==> src/rtl/huffman_ctrl.sv <==
// Sequencer for the Huffman encoder: clears and loads the code table from
// a synchronous table memory, then forwards n_words upstream words.
module huffman_ctrl #(
  parameter int W  = 8,
  parameter int AW = 4,
  parameter int CW = 16
) (
  input  logic          clk,
  input  logic          rst,
  input  logic          start,
  input  logic          abort,
  input  logic [AW:0]   n_ent,
  input  logic [CW-1:0] n_words,
  output logic          tbl_rd,
  output logic [AW-1:0] tbl_addr,
  input  logic [W-1:0]  tbl_d,
  input  logic [W-1:0]  tbl_h,
  input  logic [W-1:0]  tbl_w,
  input  logic [W-1:0]  s_data,
  input  logic          s_valid,
  output logic          s_ready,
  input  logic          d_req,
  output logic [W-1:0]  d_in,
  output logic          en_in,
  output logic          ready_in,
  output logic [W-1:0]  d_conf,
  output logic [W-1:0]  h_conf,
  output logic [W-1:0]  w_conf,
  output logic          en_conf,
  output logic          new_conf,
  output logic          busy,
  output logic          done,
  output logic          err
);

  localparam logic [2:0] S_IDLE  = 3'd0;
  localparam logic [2:0] S_CLR   = 3'd1;
  localparam logic [2:0] S_LOAD  = 3'd2;
  localparam logic [2:0] S_DRAIN = 3'd3;
  localparam logic [2:0] S_GAP   = 3'd4;
  localparam logic [2:0] S_RUN   = 3'd5;
  localparam logic [2:0] S_FIN   = 3'd6;

  logic [2:0]    state_q, state_d;
  logic [AW:0]   ne_q;
  logic [CW-1:0] rem_q;
  logic [AW-1:0] addr_q;
  logic          dcnt_q;
  logic          rdv_q;
  logic          en_conf_q;
  logic [W-1:0]  d_conf_q, h_conf_q, w_conf_q;
  logic          en_in_q;
  logic [W-1:0]  d_in_q;
  logic          err_q;

  logic st_acc;
  logic last_rd;
  logic xfer;
  logic w_ok;

  assign st_acc  = (state_q == S_IDLE) & start & ~abort;
  assign last_rd = ({1'b0, addr_q} + (AW+1)'(1)) == ne_q;
  assign s_ready = (state_q == S_RUN) & d_req & (rem_q != '0);
  assign xfer    = s_valid & s_ready;
  assign w_ok    = (tbl_w != '0) & (tbl_w <= W'(W));

  always_comb begin
    state_d = state_q;
    unique case (state_q)
      S_IDLE:  if (start) state_d = S_CLR;
      S_CLR:   state_d = (ne_q != '0) ? S_LOAD : S_GAP;
      S_LOAD:  if (last_rd) state_d = S_DRAIN;
      S_DRAIN: if (dcnt_q) state_d = S_GAP;
      S_GAP:   state_d = (rem_q == '0) ? S_FIN : S_RUN;
      S_RUN:   if (xfer && rem_q == CW'(1)) state_d = S_FIN;
      S_FIN:   state_d = S_IDLE;
      default: state_d = S_IDLE;
    endcase
    if (abort) state_d = S_IDLE;
  end

  always_ff @(posedge clk) begin
    if (rst) begin
      state_q   <= S_IDLE;
      ne_q      <= '0;
      rem_q     <= '0;
      addr_q    <= '0;
      dcnt_q    <= 1'b0;
      rdv_q     <= 1'b0;
      en_conf_q <= 1'b0;
      d_conf_q  <= '0;
      h_conf_q  <= '0;
      w_conf_q  <= '0;
      en_in_q   <= 1'b0;
      d_in_q    <= '0;
      err_q     <= 1'b0;
    end else begin
      state_q <= state_d;
      if (st_acc) begin
        ne_q   <= n_ent;
        rem_q  <= n_words;
        addr_q <= '0;
        err_q  <= 1'b0;
      end
      if (tbl_rd && !last_rd) addr_q <= addr_q + AW'(1);
      dcnt_q <= (state_q == S_DRAIN) ? ~dcnt_q : 1'b0;
      // Reads still in the memory pipeline are dropped on abort
      rdv_q     <= tbl_rd & ~abort;
      en_conf_q <= rdv_q & w_ok & ~abort;
      if (rdv_q && w_ok && !abort) begin
        d_conf_q <= tbl_d;
        h_conf_q <= tbl_h;
        w_conf_q <= tbl_w;
      end
      if (rdv_q && !w_ok && !abort) err_q <= 1'b1;
      en_in_q <= xfer & ~abort;
      if (xfer && !abort) d_in_q <= s_data;
      if (xfer) rem_q <= rem_q - CW'(1);
    end
  end

  assign tbl_rd   = (state_q == S_LOAD);
  assign tbl_addr = addr_q;
  assign new_conf = (state_q == S_CLR);
  assign ready_in = (state_q == S_RUN);
  assign busy     = (state_q != S_IDLE);
  assign done     = (state_q == S_FIN);
  assign en_conf  = en_conf_q;
  assign d_conf   = d_conf_q;
  assign h_conf   = h_conf_q;
  assign w_conf   = w_conf_q;
  assign en_in    = en_in_q;
  assign d_in     = d_in_q;
  assign err      = err_q;

endmodule

==> config.mk <==
export PLATFORM = sky130hd
export DESIGN_NAME = huffman_ctrl
export DESIGN_NICKNAME = d
export VERILOG_FILES = /design/src/rtl/huffman_ctrl.sv
export SDC_FILE = /design/constraint.sdc
export NUM_CORES = 1
export LEC_CHECK = 0
export ABC_CLOCK_PERIOD_IN_PS = 3400
export BUFFER_PORTS_ARGS = -buffer_cell sky130_fd_sc_hd__buf_4
export CELL_PAD_IN_SITES_DETAIL_PLACEMENT = 1
export CELL_PAD_IN_SITES_GLOBAL_PLACEMENT = 1
export CORE_MARGIN = 2
export CORE_UTILIZATION = 35
export DETAILED_ROUTE_END_ITERATION = 10
export PLACE_DENSITY = 0.86
export SLEW_MARGIN = 15
export SYNTH_ARGS = -nofsm -noshare
export SYNTH_HDL_FRONTEND = slang
export SYNTH_SLANG_ARGS = --single-unit
==> constraint.sdc <==
create_clock -name clk -period 3.4 [get_ports clk]
set_input_delay 0.68 -clock clk [delete_from_list [all_inputs] [get_ports clk]]
set_output_delay 0.68 -clock clk [all_outputs]
set_load 0.01 [all_outputs]
==> results.md <==
Floorplan:
- The area of the placeable core is between 8000 and 9000 sq um.
- The I/O pin total is around 100.
- The floorplan die area is around 9000 sq um.
- Once the floorplan was initialized, standard cells occupied 36.3% of the core.
- Row generation in the floorplan step produced 33 rows.
- The height of the die is 96.3 um.
- The width of the die is 96.3 um.

GRT:
- The first global-routing pass estimated 14.6 mm of wire.
- In the global route stage, met2 resource usage came out at roughly 32%.
- The peak-usage layer in the global routing report is met2.
- Entering global routing, the biggest net connects 62 pins.
- The number of global-route vias before repair is slightly below 3,000.
- Global routing finished with a remaining overflow of 0.
- The met1 usage in global routing is a little over a quarter.
- The initial antenna violation count is 0.
- The global routing usage summed across all routing layers is about a fifth.
- In the global route stage, met3 resource usage came out at around 5.7%.

Synthesis:
- The fraction of post-synthesis cell area in the top cell type by area is 43.7%.
- Summing the areas of all compound-gate instances in the mapped netlist gives 20.0% of the synthesized area.
- The count of cell types in the netlist is 53.
- The synthesized design contains 0 enable-type register cells.
- The number of synthesized register bits is 65.
- The synthesized netlist devotes about 1.5% of its cell area to XOR and XNOR gates.
- The post-synthesis cell area is 2980 sq um.
- A synthesized cell averages around 8.2 sq um.
- For this run, asynchronously set or reset flops after synthesis account for 0%.
- The most instantiated flip-flop cell in the synthesis netlist is sky130_fd_sc_hd__dfxtp_1.
- The combinational family with the most area after synthesis is simple AND/OR/NAND/NOR gates.
- The most area-hungry cell type in the Yosys netlist is sky130_fd_sc_hd__dfxtp_1.
- The mux share of post-synthesis cell area is less than 1%.
- When the netlist entered floorplanning its net count stood at about 430.
- The adder and majority cell fraction of the synthesized area is under 10%.
- After synthesis, the cell types taking the most area are sky130_fd_sc_hd__dfxtp_1 (44%), sky130_fd_sc_hd__nand2_1 (8.9%), sky130_fd_sc_hd__a21oi_1 (8.6%), sky130_fd_sc_hd__nor2_1 (3.1%), sky130_fd_sc_hd__o21ai_0 (2.7%).
- During synthesis, Yosys emitted a total of 0 warnings.
- The number of instances in the synthesized netlist is between 300 and 400.
- The sequential share of the synthesized area is 43.7%.
- The basic-gate share of the synthesized area counting and, or, nand and nor cells is between 20% and 30%.

Cells and area:
- Of the cells placed in the final design, the portion with a size suffix greater than 1 is a little under a third.
- The final core utilization is roughly half.
- After the last flow step, the layout net total stands at approximately 520.
- The most frequent standard cell in the layout excluding fill and tap cells is sky130_fd_sc_hd__buf_4.
- The number of antenna diodes is 0.
- The storage element area is approximately 1300 sq um.
- The library cells used most frequently in the layout, excluding fill and tap cells, are sky130_fd_sc_hd__buf_4 (107), sky130_fd_sc_hd__nand2_1 (71), sky130_fd_sc_hd__dfxtp_1 (65).
- The count of placed standard cells in the final layout, fillers left out is around 570.
- The synthesis-to-finish area growth is 34.7%.
- After filler insertion, the fill cell instance count of the layout stands at between 1,000 and 1,500.
- The area of the multi-input gates is 1560 sq um.

Routing:
- After detailed routing, the number of vias per cell comes to between 5 and 6.
- In the final routed layout, each cell accounts on average for about 16 um.
- The number of detailed-route iterations in the first pass is 4.
- For this run, design rule violations remaining after detail routing come to 0.
- After detailed routing, the total wire length is between 9 and 10 mm.
- The number of design-rule violations left by the first detailed-router iteration is between 80 and 90.
- The detail route stage leaves a number of antenna-violating nets equal to 0.
- The routed layout has slightly above 3,000 vias.

STA:
- The hold slack is about 460 ps.
- The count of final setup violators is 0.
- Clock skew on the completed layout was measured at between 7 and 8 ps.
- Setup repair after global routing left no endpoint under its margin.
- The final critical-path required period is about 2500 ps.
- Adding up every negative setup slack in the final design gives 0 ps.
- In the finished design, the share of the clock period the worst path needs comes to approximately 73%.
- The number of hold-slack violations in the final timing report is 0.
- The measured slew at the worst slew-check pin is 975 ps.
- The total count of max-transition violations in the final report was 0.
- Timing would allow up to around 0.40 GHz.
- The max-slew headroom at the worst pin is between 30% and 40%.

Placement:
- The placed cell count is 553.
- After legalization and detailed placement, the total HPWL measured 6.59 mm.
- Port buffering added about 100 buffers.
- At the end of routability-driven placement, the weighted congestion stood at around 0.76.

Worst setup path:
- STA classifies the critical path endpoint as an output pin.
- The reg-to-reg critical path startpoint is tbl_addr[0].
- The endpoint identified for the worst register-to-register timing path is tbl_addr[0].
- The data required time at the worst endpoint is between 2000 and 3000 ps.
- The worst setup path is of the register to output pin kind.
- In this run the register-to-register setup slack is about 1100 ps.
- The critical path goes through nor4_4, and2_2, nand2b_4, and3_1, buf_4.
- The stage delay of the slowest cell on the critical path is 400 ps.
- The standard cell with the maximum stage delay on the critical path is sky130_fd_sc_hd__dfxtp_1.
- Along the worst path, the maximum fanout reaches 7.
- The path depth of the worst reg2reg path is 6.
- The category of the worst setup path launch point is a register.
- STA puts the critical path data arrival time at approximately 1800 ps.
- The source of the critical timing path is rem_q[2].
- In this run the worst setup path terminates at s_ready.

Power:
- The power per cell area is ~410 nW/um^2.
- The maximum VDD drop is about 220 uV.
- For this design the static power due to leakage is between 1.5 and 2 nW.
- Summing internal, switching and leakage power gives between 1.5 and 2 mW.

CTS:
- Buffers inserted during clock tree synthesis total 9.
- CTS saw between 60 and 70 sinks.
- The clock-pin transition on the worst setup and hold timing paths is approximately 80 ps.
- The clock network latency to the later pin of the worst-skew pair is 330 ps.
- The clock tree from TritonCTS is yes.
- Once the clock tree was built, the setup fixing pass inserted 0 buffers.
- The cell at the root of the clock tree is sky130_fd_sc_hd__clkbuf_8.
- The H-tree depth reported by CTS is 3.
- The count of cells resized by post-cts repair is 0.
- The maximum root-to-sink buffer count is 2.
- The number of hold buffers added after CTS was 0.

Outcome:
- The flow ran to the end, and the final reports show no timing, DRC or antenna violations.

Job:
- The number of maximum-capacitance violations is 0.

Worst hold path:
- The min-delay analysis places its worst path in the category register to register.
==> worst min path at each step <==
stage	to	slack, ps	start	depth (start not counted)
CTS	w_conf[0]	470	w_conf[0]	2
global route	h_conf[7]	490	h_conf[7]	2
floorplan	ne_q[3]	460	ne_q[3]	2
detailed placement	w_conf[0]	450	w_conf[0]	2
global placement	h_conf[6]	440	h_conf[6]	2
finish	h_conf[6]	460	h_conf[6]	2
==> per-layer routing <==
layer  share of wire, %  up-vias
met2                 47       91
met1                 45     1463
met4                1.2        0
met5                  0        -
met3                7.0        8
li1                   -     1475
==> critical path, delay by kind of cell (launching register included) <==
kind,cells,cell delay (ps)
DFF,1,400
and+or+nand+nor,4,920
buffers and inverters,1,140
==> registers in the layout (all words and copies together), names as in the netlist, 3 cells and up <==
name / count
d_in: 8
ne_q: 5
h_conf: 8
tbl_addr: 4
w_conf: 8
state_q: 3
rem_q: 16
d_conf: 8
==> cell usage after synthesis, types with 3 or more instances <==
cell	instances
sky130_fd_sc_hd__o211ai_1	5
sky130_fd_sc_hd__nand3_1	8
sky130_fd_sc_hd__nor4_1	3
sky130_fd_sc_hd__and3_1	4
sky130_fd_sc_hd__nand2_1	71
sky130_fd_sc_hd__nor3_1	5
sky130_fd_sc_hd__inv_1	6
sky130_fd_sc_hd__or3_1	6
sky130_fd_sc_hd__nand2b_1	3
sky130_fd_sc_hd__clkbuf_1	11
sky130_fd_sc_hd__nand3b_1	6
sky130_fd_sc_hd__a32oi_1	4
sky130_fd_sc_hd__nor3b_1	4
sky130_fd_sc_hd__nor2b_1	3
sky130_fd_sc_hd__a211oi_1	3
sky130_fd_sc_hd__a22oi_1	3
sky130_fd_sc_hd__xnor2_1	3
sky130_fd_sc_hd__a21oi_1	51
sky130_fd_sc_hd__ha_1	4
sky130_fd_sc_hd__a31oi_1	5
sky130_fd_sc_hd__buf_2	8
sky130_fd_sc_hd__o21ai_0	16
sky130_fd_sc_hd__nor2_1	25
sky130_fd_sc_hd__dfxtp_1	65
==> report_power, final <==
group / internal, mW / switching [mW]
clock: 0.337 / 0.315
combinational: 0.0934 / 0.102
sequential: 0.775 / 0.0183
==> stage by stage <==
stage	cell area, sq um	setup WS (ps)
after floorplan	2980	1510
final	4010	923
after global placement	3820	1230
after detailed placement	3820	1110
after CTS	4010	909
after global routing	4010	820
==> cell type report <==
class | instances | area share (%)
clock inverters | 7 | 1.78
inverters | 6 | 0.561
clock buffers | 9 | 3.09
multi-input cells | 270 | 38.9
repair buffers | 107 | 20.0
well taps | 105 | 3.27
flip-flops and latches | 65 | 32.4
==> cell families after synthesis <==
logic type                 Yosys count
xor gates and xnor gates             5
and+or+nand+nor                    159
muxes                                2
DFF                                 65
buffers and inverters               27
AOI/OAI and AO/OA                  100
adders and majority gates            4
Note: power is estimated with default switching activity, not from simulation.
